==> src/rtl/reg_bus_writer.sv <==
// Byte-stream command decoder for a bank of 32-bit dual-clock-enable control registers.
// Decodes write (0x57) and read (0x52) frames and returns a byte-stream response.
module reg_bus_writer #(
    parameter int N_REGS  = 16,
    parameter int TIMEOUT = 1023
) (
    input  logic                       clk,
    input  logic                       reset,
    input  logic [7:0]                 cmd_data,
    input  logic                       cmd_valid,
    output logic                       cmd_ready,
    output logic [7:0]                 rsp_data,
    output logic                       rsp_valid,
    input  logic                       rsp_ready,
    output logic [N_REGS-1:0]          reg_sel,
    output logic                       wr_stb,
    output logic [31:0]                wr_data,
    input  logic [32*N_REGS-1:0]       rd_bus,
    output logic [7:0]                 err_cnt
);

    localparam logic [7:0] OP_WRITE = 8'h57;
    localparam logic [7:0] OP_READ  = 8'h52;
    localparam logic [7:0] RSP_OK   = 8'hA5;
    localparam logic [7:0] RSP_ERR  = 8'hEE;

    typedef enum logic [2:0] {
        S_IDLE,
        S_ADDR,
        S_DATA,
        S_WSTB,
        S_RD,
        S_RSP,
        S_ERR
    } state_t;

    state_t      state;
    state_t      state_next;

    logic        is_write;
    logic [7:0]  addr;
    logic [2:0]  byte_cnt;
    logic [15:0] idle_cnt;
    logic        addr_ok;
    logic        idle_expired;
    logic [31:0] rd_word;

    assign addr_ok      = int'(cmd_data) < N_REGS;
    assign idle_expired = (int'(idle_cnt) + 1) >= TIMEOUT;

    // Addressed register word, selected by the stored address.
    always_comb begin
        rd_word = '0;
        for (int i = 0; i < N_REGS; i++) begin
            if (int'(addr) == i) begin
                rd_word = rd_bus[32*i +: 32];
            end
        end
    end

    always_comb begin
        reg_sel = '0;
        for (int i = 0; i < N_REGS; i++) begin
            reg_sel[i] = (state == S_WSTB) && (int'(addr) == i);
        end
    end

    always_comb begin
        // NOTE: every signal written here gets a default first, so no latch is inferred.
        cmd_ready = 1'b0;
        rsp_valid = 1'b0;
        wr_stb    = 1'b0;
        case (state)
            S_IDLE, S_ADDR, S_DATA: cmd_ready = 1'b1;
            S_WSTB:                 wr_stb    = 1'b1;
            S_RSP, S_ERR:           rsp_valid = 1'b1;
            default: ;
        endcase
    end

    always_ff @(posedge clk or posedge reset) begin
        if (reset) begin
            state <= S_IDLE;
        end else begin
            state <= state_next;
        end
    end

    // cmd_ready is high in IDLE/ADDR/DATA, so cmd_valid alone marks an accepted byte there.
    always_comb begin
        state_next = state;
        case (state)
            S_IDLE: begin
                if (cmd_valid) begin
                    state_next = (cmd_data == OP_WRITE || cmd_data == OP_READ) ? S_ADDR : S_ERR;
                end
            end
            S_ADDR: begin
                if (cmd_valid) begin
                    if (!addr_ok) begin
                        state_next = S_ERR;
                    end else begin
                        state_next = is_write ? S_DATA : S_RD;
                    end
                end else if (idle_expired) begin
                    state_next = S_ERR;
                end
            end
            S_DATA: begin
                if (cmd_valid) begin
                    if (byte_cnt == 3'd3) begin
                        state_next = S_WSTB;
                    end
                end else if (idle_expired) begin
                    state_next = S_ERR;
                end
            end
            S_WSTB: state_next = S_RSP;
            S_RD:   state_next = S_RSP;
            S_RSP: begin
                if (rsp_ready && byte_cnt == 3'd0) begin
                    state_next = S_IDLE;
                end
            end
            S_ERR: begin
                if (rsp_ready) begin
                    state_next = S_IDLE;
                end
            end
            default: state_next = S_IDLE;
        endcase
    end

    always_ff @(posedge clk or posedge reset) begin
        if (reset) begin
            is_write <= 1'b0;
            addr     <= '0;
            byte_cnt <= '0;
            idle_cnt <= '0;
            wr_data  <= '0;
            rsp_data <= '0;
            err_cnt  <= '0;
        end else begin
            // NOTE: non-blocking assignments, so every register here sees pre-edge values.
            idle_cnt <= '0;
            case (state)
                S_IDLE: begin
                    if (cmd_valid) begin
                        is_write <= (cmd_data == OP_WRITE);
                    end
                end
                S_ADDR: begin
                    if (cmd_valid) begin
                        addr     <= cmd_data;
                        byte_cnt <= '0;
                    end else begin
                        idle_cnt <= idle_cnt + 16'd1;
                    end
                end
                S_DATA: begin
                    if (cmd_valid) begin
                        wr_data  <= {wr_data[23:0], cmd_data};
                        byte_cnt <= byte_cnt + 3'd1;
                    end else begin
                        idle_cnt <= idle_cnt + 16'd1;
                    end
                end
                S_WSTB: begin
                    rsp_data <= RSP_OK;
                    byte_cnt <= 3'd0;
                end
                S_RD: begin
                    // The snapshot reuses wr_data as the response shift register.
                    wr_data  <= rd_word;
                    rsp_data <= RSP_OK;
                    byte_cnt <= 3'd4;
                end
                S_RSP: begin
                    if (rsp_ready && byte_cnt != 3'd0) begin
                        rsp_data <= wr_data[31:24];
                        wr_data  <= {wr_data[23:0], 8'h00};
                        byte_cnt <= byte_cnt - 3'd1;
                    end
                end
                default: ;
            endcase

            if (state != S_ERR && state_next == S_ERR) begin
                rsp_data <= RSP_ERR;
                if (err_cnt != 8'hFF) begin
                    err_cnt <= err_cnt + 8'd1;
                end
            end
        end
    end

endmodule

==> config.mk <==
export PLATFORM = sky130hd
export DESIGN_NAME = reg_bus_writer
export DESIGN_NICKNAME = d
export VERILOG_FILES = /design/src/rtl/reg_bus_writer.sv
export SDC_FILE = /design/constraint.sdc
export NUM_CORES = 1
export LEC_CHECK = 0
export BUFFER_PORTS_ARGS = -buffer_cell sky130_fd_sc_hd__buf_2
export CORE_AREA = 3 3 229 231
export CTS_CLUSTER_DIAMETER = 200
export DETAILED_ROUTE_END_ITERATION = 6
export DIE_AREA = 0 0 232 234
export HOLD_SLACK_MARGIN = 0.08
export MAX_ROUTING_LAYER = met4
export SYNTH_ARGS = -nofsm -noshare
export SYNTH_HDL_FRONTEND = slang
export SYNTH_SLANG_ARGS = --single-unit
==> constraint.sdc <==
create_clock -name clk -period 4.1 [get_ports clk]
set_input_delay 0.41 -clock clk [delete_from_list [all_inputs] [get_ports clk]]
set_output_delay 0.41 -clock clk [all_outputs]
set_load 0.01 [all_outputs]
==> impl.org <==
** Run status
- The flow ran to the end, and the final reports show no timing, DRC or antenna violations.

** Logic synthesis
- Synth top area cells :: dfrtp_1 (23%), mux4_2 (8.7%), o21ai_0 (5.2%), nor2_1 (5.2%), a21oi_1 (5.1%)
- Avg Inst Size Synth :: 7.995 µm²
- Dominant register cell in the synthesized netlist :: dfrtp_1
- The synthesized design contains 0 enable-type register cells.
- Synthesis produced a netlist with a net count of 1592.
- Post-synthesis async set-or-reset flop share :: 1.000
- Number of unique standard cell types used by synthesis :: 86
- Of the synthesized area, sequential elements account for 0.2324.
- Synthesis warning total :: 0
- Counting every instance in the synthesized netlist gives 1064.
- By instance count, the leading cell after synthesis is nor2_1.
- The cell area that synthesis handed to floorplanning was 8507 µm².
- Yosys reg bits :: 79
- The commonest cells after synthesis are nor2_1 (117), nand2_1 (89), o21ai_0 (89), a21oi_1 (87), dfrtp_1 (79).
- Cell type with the highest aggregate area in the netlist :: dfrtp_1
- Fraction of synthesized cell area taken by the top area cell type :: 0.2324

** Worst setup path
- Required time reported for the critical path endpoint :: 4380 ps
- Worst-path cell chain :: buf_12, nand2b_1, nor3_2, a221oi_1, a21o_1, a31oi_1, a211oi_1, o21ai_1
- Arrival time worst endpoint :: 3860 ps
- Endpoint kind of the worst setup timing path :: flop
- Category of the critical setup timing path :: flop to flop
- Slowest CP cell :: nor3_2
- CP startpoint kind :: flop
- Of all nets on the critical path, the largest fanout is 59.
- For this run, the slowest stage of the critical path takes 1020 ps.

** STA
- Worst Clk Skew :: 11.27 ps
- Final-report max-slew violation count :: 0
- Setup TNS :: 0 ps
- Unrepaired setup endpoints after global routing :: false
- Setup violations remaining at the end of the flow were counted as 0.
- Timing would allow up to 0.2794 GHz.
- Measured against its own limit, the worst slew margin works out to 0.1397.
- Share of the clock period used by the worst path after layout :: 0.8729
- Pin slew with the least headroom to its limit :: 1283 ps
- Final Hold Violating Endpoints :: 0
- Counting I/O delays and the setup requirement, the final critical path takes 3579 ps.

** Finish
- The area growth from synthesis to layout is 48.52%.
- For this run, the share of the core covered by cells in the final layout is 0.2513.
- In the final layout, the share of cells above drive strength 1 is 0.4532.
- In the final design database the tool counted 2136 nets.

** Routing
- Average wire length per cell after detail routing :: 31.18 µm
- Using the TritonRoute via totals, the vias-per-cell ratio works out to 5.278.
- After the first detailed-routing iteration, the DRC count stood at 1206.
- The routed layout has 12250 vias.
- Post-route DRC :: 0
- Total wire length :: 72340 µm
- Detailed-routing iteration count for the pre-antenna-repair pass :: 7
- Once detail routing completed, the nets flagged for antenna violations numbered 0.

** Clock tree
- Once the clock tree was built, the resizer swapped 0 gates to a different size.
- After clock tree synthesis, the clock-pin slew on the worst setup and hold paths is 80 ps.
- In this run the deepest clock path goes through 2 buffers.
- Latest clock arrival within the worst-skew pair :: 360 ps
- The tree is rooted in a clkbuf_16.
- For this design, the sink count on the clock tree is 79.
- Setup Fix Bufs, Post-CTS :: 0
- The clock tree synthesis step divided the H-tree into 3 levels.
- TritonCTS clock tree :: done
- Number of buffers inserted during clock tree synthesis :: 9
- Buffers inserted to repair hold after CTS numbered 0.

** Run
- Max-cap check violation count :: 0

** Die
- The core region is 50270 µm².
- Starting density of the core :: 0.1692
- DIE AREA :: 54290 µm²
- Boundary Pins :: 591
- Die height :: 234 µm
- From left edge to right edge, the die measures 232 µm.
- Row generation in the floorplan step produced 82 rows.

** Global routing
- The via count of the first global-routing pass came to 12010.
- Maximum number of pins on one net before global-route repair :: 74
- For this run, the total global-route usage over all layers was measured as 0.2595.
- The first global-routing pass estimated 95580 µm of wire.
- Remaining global-route overflow :: 0
- The initial antenna violation count was 49.

** Placed design
- Final HPWL DP :: 61490 µm
- The congestion estimate from routability-driven global placement came to 0.9890.
- Input and output buffers added on the ports amount to 590.

** Power and ir drop
- Power Dens Cells :: 553.3 nW/µm²
- Static power due to leakage :: 5.569 nW
- Across the VDD grid, the largest voltage drop is 0.2501 mV.

** Min path
- Class of the worst hold path :: input port to asynchronous set/reset pin
## critical path: cells and delay by family, from the launching register on
family | cells | cell delay, ps
AOI/OAI and AO/OA | 5 | 1130
and+or+nand+nor | 2 | 1360
buffers and inverters | 1 | 280
DFF | 1 | 650
## layout by cell type, fill, tap and decap left out, types with 25 or more instances in the layout
| cell | netlist | routed |
|---|---|---|
| a21oi_1 | 87 | 87 |
| o21ai_0 | 89 | 89 |
| nand3_1 | 25 | 25 |
| nor2_1 | 117 | 114 |
| buf_4 | 4 | 32 |
| dfrtp_1 | 79 | 77 |
| mux4_2 | 33 | 33 |
| buf_2 | 22 | 590 |
| nand2_1 | 89 | 89 |
| a22oi_1 | 31 | 31 |
| o22ai_1 | 49 | 49 |
| diode_2 | 0 | 35 |
## worst paths after layout
path | start | endpoint | slack (ps) | cells after the start
max in group asynchronous | reset | addr[0]$_DFFE_PP0P_ | 3280 | 3
setup reg to reg | addr[1]$_DFFE_PP0P_ | wr_data[25]$_DFFE_PP0P_ | 520 | 8
min in group clk | cmd_data[1] | addr[1]$_DFFE_PP0P_ | 330 | 3
hold / removal | reset | wr_data[13]$_DFFE_PP0P_ | 80 | 2
hold reg to reg | err_cnt[5]$_DFFE_PP0P_ | err_cnt[5]$_DFFE_PP0P_ | 500 | 1
setup / recovery | addr[1]$_DFFE_PP0P_ | wr_data[25]$_DFFE_PP0P_ | 520 | 8
## sequential cells by signal, summed over array words and instances, names as in the netlist
signal,count
idle_cnt,16
err_cnt,8
wr_data,32
rsp_data,8
state,3
addr,8
is_write,1
byte_cnt,3
## layer usage
layer / vias up / global-route usage / share of wire
li1: 5284 / - / -
met1: 6090 / 0.3301 / 0.41
met2: 747 / 0.4000 / 0.46
met3: 125 / 0.05576 / 0.081
met4: 0 / 0.1067 / 0.044
met5: - / - / 0
## metrics by stage
stage	instance area [µm²]	power, mW	setup slack (ps)	std cells	hold WS, ps
after floorplan	8507	4.144	1549	1064	461.5
after global placement	12230	6.035	683.1	2269	467.2
after detailed placement	12230	6.062	607.2	2269	471.3
after CTS	12550	6.985	574.7	2285	87.27
after global routing	12610	7.394	427.8	2312	106.4
final	12630	6.990	521.2	2320	76.31
## cell type report
| class | count | area (µm²) |
|---|---|---|
| repair buffers | 625 | 3253 |
| diodes | 35 | 87.58 |
| fillers | 5675 | 37640 |
| inverters | 15 | 57.56 |
| clock inverters | 7 | 91.34 |
| flip-flops and latches | 79 | 1984 |
| well taps | 672 | 840.8 |
| multi-input cells | 878 | 6095 |
| clock buffers | 9 | 225.2 |
## power breakdown
part	switching, mW	leakage [nW]	internal (mW)
Sequential	0.505	0.993	1.05
Clock	0.414	0.151	0.487
Combinational	2.82	4.43	1.71
## kinds of logic (layout without fill, tap and decap cells)
logic type / Yosys count / after routing / synth area share
buf+inv: 107 / 656 / 0.05398
compound gates: 437 / 437 / 0.3477
xor+xnor: 20 / 20 / 0.02059
flops: 79 / 79 / 0.2324
mux: 77 / 77 / 0.1425
fa+ha+maj: 4 / 4 / 0.006766
other cells: 0 / 35 / 0
simple gates: 340 / 340 / 0.1961
Note: power is estimated with default switching activity, not from simulation.
